## config.mk

```make
export PLATFORM = sky130hd
export DESIGN_NAME = pipe_hazard_tracker
export DESIGN_NICKNAME = d
export VERILOG_FILES = /design/src/rtl/hazard_pkg.sv /design/src/rtl/hazard_match.sv /design/src/rtl/pipe_hazard_tracker.sv
export SDC_FILE = /design/constraint.sdc
export NUM_CORES = 1
export LEC_CHECK = 0
export CAP_MARGIN = 20
export CELL_PAD_IN_SITES_DETAIL_PLACEMENT = 0
export CELL_PAD_IN_SITES_GLOBAL_PLACEMENT = 1
export CORE_MARGIN = 3
export CORE_UTILIZATION = 38
export DETAILED_ROUTE_END_ITERATION = 12
export HOLD_SLACK_MARGIN = 0.08
export PLACE_DENSITY_LB_ADDON = 0.1
export SLEW_MARGIN = 0
export SYNTH_ARGS = -nofsm -noshare
export SYNTH_HDL_FRONTEND = slang
export SYNTH_SLANG_ARGS = --single-unit
```

## constraint.sdc

```tcl
create_clock -name clk -period 3.7 [get_ports clk]
set_input_delay 0.74 -clock clk [delete_from_list [all_inputs] [get_ports clk]]
set_output_delay 0.74 -clock clk [all_outputs]
set_load 0.05 [all_outputs]
```

## src/rtl/hazard_pkg.sv

```systemverilog
// Shared types and constants for the pipeline hazard tracker.
package hazard_pkg;

    // Default register address width; MAX_REG_AW bounds every tracked address.
    localparam int DEFAULT_REG_AW = 5;
    localparam int MAX_REG_AW     = 8;

    // One tracked pipeline stage: the in-flight writer it holds, if any.
    typedef struct packed {
        logic                  valid;
        logic [MAX_REG_AW-1:0] addr;
        logic                  is_load;
    } stage_t;

    // Width of a stage index; never narrower than one bit.
    function automatic int sel_w(input int depth);
        return (depth > 1) ? $clog2(depth) : 1;
    endfunction

endpackage

```

## src/rtl/hazard_match.sv

```systemverilog
// One read port's view of the tracked stages: match vector, youngest-writer
// priority encode and load-use detection.
module hazard_match
    import hazard_pkg::*;
#(
    parameter int DEPTH    = 3,
    parameter int LOAD_LAT = 1,
    parameter int SEL_W    = sel_w(DEPTH)
) (
    input  logic [MAX_REG_AW-1:0] i_rd_addr,
    input  logic                  i_rd_en,
    input  stage_t [DEPTH-1:0]    i_stage,
    output logic                  o_fwd_valid,
    output logic [SEL_W-1:0]      o_fwd_sel,
    output logic                  o_load_use
);

    logic [DEPTH-1:0] w_hit;

    // Per-stage address match; register 0 is hard-wired and never forwards.
    always_comb begin
        // NOTE: every combinational output gets a default first, so no path
        // leaves it unassigned and no latch is inferred.
        w_hit = '0;
        for (int s = 0; s < DEPTH; s++) begin
            w_hit[s] = i_rd_en && i_stage[s].valid &&
                       (i_stage[s].addr == i_rd_addr) && (i_rd_addr != '0);
        end
    end

    // Priority encode towards the youngest stage and flag unready loads.
    always_comb begin
        o_fwd_valid = 1'b0;
        o_fwd_sel   = '0;
        o_load_use  = 1'b0;
        // Walk oldest to youngest so the lowest matching index wins.
        for (int s = DEPTH - 1; s >= 0; s--) begin
            if (w_hit[s]) begin
                o_fwd_valid = 1'b1;
                o_fwd_sel   = SEL_W'(s);
                if (i_stage[s].is_load && (s < LOAD_LAT)) begin
                    o_load_use = 1'b1;
                end
            end
        end
    end

endmodule

```

## src/rtl/pipe_hazard_tracker.sv

```systemverilog
// Tracks in-flight register writers behind decode and reports, per read port,
// where to forward from and whether a load result is not yet available.
module pipe_hazard_tracker
    import hazard_pkg::*;
#(
    parameter int REG_AW   = DEFAULT_REG_AW,
    parameter int NUM_RD   = 2,
    parameter int DEPTH    = 3,
    parameter int LOAD_LAT = 1
) (
    input  logic                           clk,
    input  logic                           rst,
    input  logic                           en,
    input  logic                           stalled,
    input  logic                           flush,
    input  logic [NUM_RD*REG_AW-1:0]       rd_addr,
    input  logic [NUM_RD-1:0]              rd_en,
    input  logic [REG_AW-1:0]              wr_addr,
    input  logic                           wr_en,
    input  logic                           wr_is_load,
    output logic [NUM_RD-1:0]              fwd_valid,
    output logic [NUM_RD*sel_w(DEPTH)-1:0] fwd_sel,
    output logic                           load_use_stall
);

    localparam int SEL_W = sel_w(DEPTH);

    stage_t [DEPTH-1:0] r_stage;
    stage_t             w_decode;
    logic [NUM_RD-1:0]  w_load_use;

    // Entry the decoding instruction would occupy; writes to r0 are not tracked.
    assign w_decode = '{valid:   wr_en && (wr_addr != '0),
                        addr:    MAX_REG_AW'(wr_addr),
                        is_load: wr_is_load};

    // Stage shift register: reset clears, en advances, stall/flush insert bubbles.
    always_ff @(posedge clk) begin
        // NOTE: sequential state uses non-blocking assignments so every stage
        // reads its neighbour's pre-edge value and the shift is order-independent.
        if (rst) begin
            r_stage <= '0;
        end else if (en) begin
            r_stage[0] <= (flush || stalled) ? stage_t'('0) : w_decode;
            for (int s = 1; s < DEPTH; s++) begin
                r_stage[s] <= (flush && (s == 1)) ? stage_t'('0) : r_stage[s-1];
            end
        end
    end

    for (genvar p = 0; p < NUM_RD; p++) begin : g_port
        logic [MAX_REG_AW-1:0] w_rd_ext;
        assign w_rd_ext = MAX_REG_AW'(rd_addr[p*REG_AW +: REG_AW]);

        hazard_match #(
            .DEPTH    (DEPTH),
            .LOAD_LAT (LOAD_LAT),
            .SEL_W    (SEL_W)
        ) u_match (
            .i_rd_addr   (w_rd_ext),
            .i_rd_en     (rd_en[p]),
            .i_stage     (r_stage),
            .o_fwd_valid (fwd_valid[p]),
            .o_fwd_sel   (fwd_sel[p*SEL_W +: SEL_W]),
            .o_load_use  (w_load_use[p])
        );
    end

    assign load_use_stall = |w_load_use;

endmodule

```

==> results of run 1 <==
-- area by class of cell --
type / instances / area, um^2
clock buffers: 3 / 22.5
repair buffers: 31 / 340
fillers: 281 / 1310
well taps: 31 / 38.8
clock inverters: 1 / 5.00
multi-input cells: 109 / 753
flip-flops and latches: 19 / 380
-- where the power goes --
group	leakage, uW	internal (uW)	switching [uW]
registers	0.000153	207	3.43
logic	0.000397	40.2	32.0
clock network	0.0000177	40.1	56.4
-- cells in the mapped netlist --
| cell | instances |
|---|---|
| a21oi_1 | 13 |
| o21ai_2 | 1 |
| nand3_1 | 7 |
| or4_1 | 3 |
| xnor2_1 | 14 |
| nand3b_1 | 6 |
| nand4_1 | 5 |
| xor2_1 | 16 |
| nand4b_1 | 1 |
| nor4_1 | 4 |
| mux2i_1 | 6 |
| nor3b_1 | 1 |
| buf_4 | 2 |
| o2111ai_1 | 1 |
| nand2_1 | 2 |
| nor3_1 | 3 |
| and4_1 | 1 |
| nor2b_1 | 1 |
| or3b_1 | 1 |
| dfxtp_1 | 19 |
| clkbuf_1 | 4 |
| nand2b_1 | 13 |
| buf_1 | 1 |
| o21a_1 | 2 |
| nor2_1 | 8 |
-- metrics by stage --
stage,instances,utilization (%)
floorplan,135,-
detailed placement,190,53.0
CTS,194,54.0
finish,194,54.0
global placement,190,53.0
global route,194,54.0
-- worst max-delay path, cell delays in order --
cell and delay (ns):
clkdlybuf4s50_1 0.50, or4_1 0.55, o21a_1 0.22, and4_1 0.21, nor3b_1 0.37, buf_12 0.19
-- routing by layer --
metal  track usage, %  share of wire, %  up-vias
met5                0                 0        -
met4             6.67               1.9        0
met3             1.68               5.6        6
met2             27.2                46       37
met1             22.7                46      485
li1                 -                 -      531
-- path summary, 6_finish.rpt --
| path | start | end | slack, ns | cells past startpoint |
|---|---|---|---|---|
| min reg2reg | r_stage[0] | r_stage[0] | 0.49 | 2 |
| max | rd_addr[0] | fwd_sel[1] | 0.17 | 6 |
| max reg2reg | r_stage[3] | r_stage[13] | 2.94 | 2 |
| min | r_stage[0] | r_stage[0] | 0.49 | 2 |
-- logic make-up (layout without fill, tap and decap cells) --
group | count (synthesis) | count (layout)
AND/OR/NAND/NOR | 56 | 56
XOR/XNOR | 30 | 30
flip-flops | 19 | 19
AO/OA/AOI/OAI | 17 | 17
buffers and inverters | 7 | 35
multiplexers | 6 | 6
==> qor.txt, run 1 <==
post-synthesis mux area share - 5.14%
top post-synthesis cells by area - dfxtp_1 (33%), xor2_1 (12%), xnor2_1 (11%)
largest area contributor in the netlist - dfxtp_1
most frequent cells in the layout - clkdlybuf4s50_1 (23), dfxtp_1 (19), xor2_1 (16)
Avg Cell Area, Syn - 8.65 um^2
clk sinks - 19
Setup WS pre-CTS - 0.186 ns
power per cell area - 246 mW/mm^2
Final #Nets - 188
DR iter-0 viols - 23
largest fanout on the critical path - 4
Netlist cell types - 25
CP Class - input port to primary output
slew margin rel. - 56.5%
Core Rows - 19
first-pass GRT wire length - 4.65 mm
area share of fa/ha/maj cells after synthesis - 0%
drt via density - 5.46
Post-CTS Hold Fix Bufs - 0
Placed Area - 0.00151 mm^2
most flop-heavy register - r_stage
fraction of final layout cells sized beyond drive strength 1 - 7.98%
status - finished, final reports clean
CTS tree - yes
final setup TNS - 0 ns
largest family of logic cells by synthesized area - simple AND/OR/NAND/NOR gates
Post-Synth Simple-Gate Area - 28.5%
postcts setup bufs - 0
f_max - 283 MHz
CP arrival - 2.79 ns
RSZ-0062 raised after global routing - no
Largest regs - r_stage: 19 flops
final hold vios - 0
fin area - 0.00154 mm^2
Finish-stage setup viols - 0
Num CTS Buffers - 3
die area - 0.00377 mm^2
Clock Tree Buf Depth - 2
clock insertion delay at the later pin of the skew report - 0.28 ns
Hold Worst Slack - 0.491 ns
area grow syn2layout - 31.9%
post-synthesis sequential area ratio - 32.6%
max reg flops - 19
Post-DP HPWL - 2.32 mm
Max VDD drop - 0.177 mV
HP Class - flip-flop to flip-flop
Vias - 1059
critical path endpoint category - primary output
startpoint types - input port
Pins Over Slew Limit - 0
Initial Util - 40.9%
drt drc - 0
vias in the first global route - 1004
root buf cell - clkbuf_4
largest net degree at the start of global routing - 33
number of synthesized register bits - 19
Detailed Route WL - 2.94 mm
minimum clock period - 3.53 ns
Tot Pwr - 379 uW
Port Buffers - 30
Worst EP required - 2.96 ns
Syn Nets - 159
xor and xnor area share after synthesis - 22.5%
I/O pins - 31
Die Span X - 61.4 um
H-tree levels - 1
Synth Cell Area - 0.00117 mm^2
clock skew - 0.00739 ns
Die Ht - 61.4 um
antenna diode count - 0
WL/cell - 15.2 um
Synth Area in Compound Gates - 8.36%
initial antenna violation count - 0
Synth top area share - 32.6%
Final Wtd Congestion - 0.826
Final WS setup - 0.172 ns
Overflow after GRT - 0
Clock transition at path regs - 0.09 ns
post-CTS sizing - 0
fraction of the cycle the final worst path needs - 95.3%
yosys warns - 0
post-route ant nets - 0
Mapped Cells - 135
Pleak - 0.000568 uW
Max Cap Violations - 0
Pre-antenna DRT Iters - 4
GRT Util Overall - 16.7%
placeable core area - 0.00285 mm^2
commonest non-fill, non-tap cell in the layout - clkdlybuf4s50_1
Least-Margin Pin Slew - 0.650 ns
No activity file was read; power rests on OpenSTA's default activity.
==> run 2, diff against run 1 <==
--- a/config.mk
+++ b/config.mk
@@ -5,6 +5,7 @@
 export SDC_FILE = /design/constraint.sdc
 export NUM_CORES = 1
 export LEC_CHECK = 0
+export ABC_CLOCK_PERIOD_IN_PS = 3700
 export CAP_MARGIN = 20
 export CELL_PAD_IN_SITES_DETAIL_PLACEMENT = 0
 export CELL_PAD_IN_SITES_GLOBAL_PLACEMENT = 1
==> results of run 2 <==
Final layout, timing and power as in run 1 (identical DEF).
==> run 3, diff against run 2 <==
--- a/config.mk
+++ b/config.mk
@@ -9,11 +9,11 @@
 export CAP_MARGIN = 20
 export CELL_PAD_IN_SITES_DETAIL_PLACEMENT = 0
 export CELL_PAD_IN_SITES_GLOBAL_PLACEMENT = 1
-export CORE_MARGIN = 3
+export CORE_MARGIN = 2
 export CORE_UTILIZATION = 38
 export DETAILED_ROUTE_END_ITERATION = 12
 export HOLD_SLACK_MARGIN = 0.08
-export PLACE_DENSITY_LB_ADDON = 0.1
+export PLACE_DENSITY = 0.92
 export SLEW_MARGIN = 0
 export SYNTH_ARGS = -nofsm -noshare
 export SYNTH_HDL_FRONTEND = slang
==> qor.txt, run 3 (synthesis gave the netlist of run 1 again) <==
status - finished, final reports clean
Detailed Route WL - 2.81 mm
die area - 0.00353 mm^2
most frequent cells in the layout - clkdlybuf4s50_1 (23), dfxtp_1 (19), xor2_1 (16)
power per cell area - 248 mW/mm^2
vias in the first global route - 1137
Pins Over Slew Limit - 0
fraction of final layout cells sized beyond drive strength 1 - 8.48%
Post-DP HPWL - 2.22 mm
Least-Margin Pin Slew - 0.699 ns
Vias - 1068
I/O pins - 31
Pre-antenna DRT Iters - 5
largest net degree at the start of global routing - 21
critical path endpoint category - primary output
sequential share of power - 54.6%
RSZ-0062 raised after global routing - no
H-tree levels - 1
commonest non-fill, non-tap cell in the layout - clkdlybuf4s50_1
Placed Area - 0.00153 mm^2
part of the power in combinational logic - 19.1%
P_int - 290 uW
Largest regs - r_stage: 19 flops
startpoint types - input port
Core Rows - 20
initial antenna violation count - 0
placeable core area - 0.00298 mm^2
drt drc - 0
fraction of the cycle the final worst path needs - 92.9%
hold endpoint - r_stage[0]
Hold Startpoint - r_stage[0]
Clock Tree Buf Depth - 2
r2r endpoint - r_stage[14]
Port Buffers - 30
f_max - 291 MHz
area grow syn2layout - 33.3%
CTS tree - yes
Die Ht - 59.4 um
Die Span X - 59.4 um
Post-CTS Hold Fix Bufs - 0
Max Cap Violations - 0
Finish-stage setup viols - 0
minimum clock period - 3.44 ns
clock skew - 0.000302 ns
largest fanout on the critical path - 4
final core utilization - 52.3%
Worst EP required - 2.96 ns
worst flop-to-flop path startpoint - r_stage[4]
post-route ant nets - 0
drt via density - 5.39
slew margin rel. - 53.2%
Reg2Reg Setup Slack - 2.91 ns
max reg flops - 19
Pleak - 0.000575 uW
Hold Worst Slack - 0.486 ns
Num CTS Buffers - 3
Clock Power Share - 26.3%
final hold vios - 0
Max VDD drop - 0.131 mV
first-pass GRT wire length - 4.76 mm
Clock transition at path regs - 0.10 ns
GRT Util Overall - 17.4%
clk sinks - 19
Switching Fraction - 24.6%
post-CTS sizing - 0
most flop-heavy register - r_stage
Final Wtd Congestion - 0.841
WL/cell - 14.2 um
CP Class - input port to primary output
clock insertion delay at the later pin of the skew report - 0.29 ns
CP arrival - 2.70 ns
Final #Nets - 190
Initial Util - 39.2%
Overflow after GRT - 0
HP Class - flip-flop to flip-flop
antenna diode count - 0
final setup TNS - 0 ns
postcts setup bufs - 0
fin area - 0.00156 mm^2
cell depth of the worst flop-to-flop path - 2
DR iter-0 viols - 25
root buf cell - clkbuf_4
Psw - 94.8 uW
Worst Hold Depth - 2
-- run 3: worst max path at each step --
stage	start	endpoint	slack, ns
global route	rd_addr[2]	fwd_sel[1]	0.15
global placement	rd_addr[2]	fwd_sel[1]	0.27
detailed placement	rd_addr[2]	fwd_sel[1]	0.25
CTS	rd_addr[2]	fwd_sel[1]	0.25
floorplan	rd_addr[0]	fwd_sel[1]	0.15
finish	rd_addr[2]	fwd_sel[1]	0.26
-- run 3: power by group through the flow --
stage,clock network (uW),registers [uW],logic (uW)
final,101,210,73.6
after global placement,0,215,71.2
after global routing,115,211,79.6
after detailed placement,0,215,73.3
after CTS,104,210,73.6
after floorplan,0,214,33.3
-- run 3: layer usage --
metal / global-route usage, % / vias up / wire length (um)
li1: - / 532 / -
met3: 2.18 / 4 / 108
met2: 31.7 / 28 / 1390
met4: 3.90 / 0 / 14
met5: 0 / - / 0
met1: 21.4 / 504 / 1290
-- run 3: area by class of cell --
cell class,count,area [um^2]
Fill cell,293,1420
Multi-Input combinational cell,109,753
Sequential cell,19,380
Timing Repair Buffer,33,355
Tap cell,33,41.3
Clock buffer,4,26.3
-- run 3: worst max-delay path: stages --
cell and delay [ns]:
clkdlybuf4s50_1 0.49, or4_1 0.50, o21a_1 0.22, and4_1 0.21
nor3b_1 0.35, buf_12 0.19
-- run 3: per-stage QoR --
stage	cells	total power (uW)	setup WS, ns
floorplan	135	247	0.154
global placement	194	286	0.272
detailed placement	194	288	0.249
CTS	198	388	0.245
global route	198	405	0.151
finish	198	385	0.261
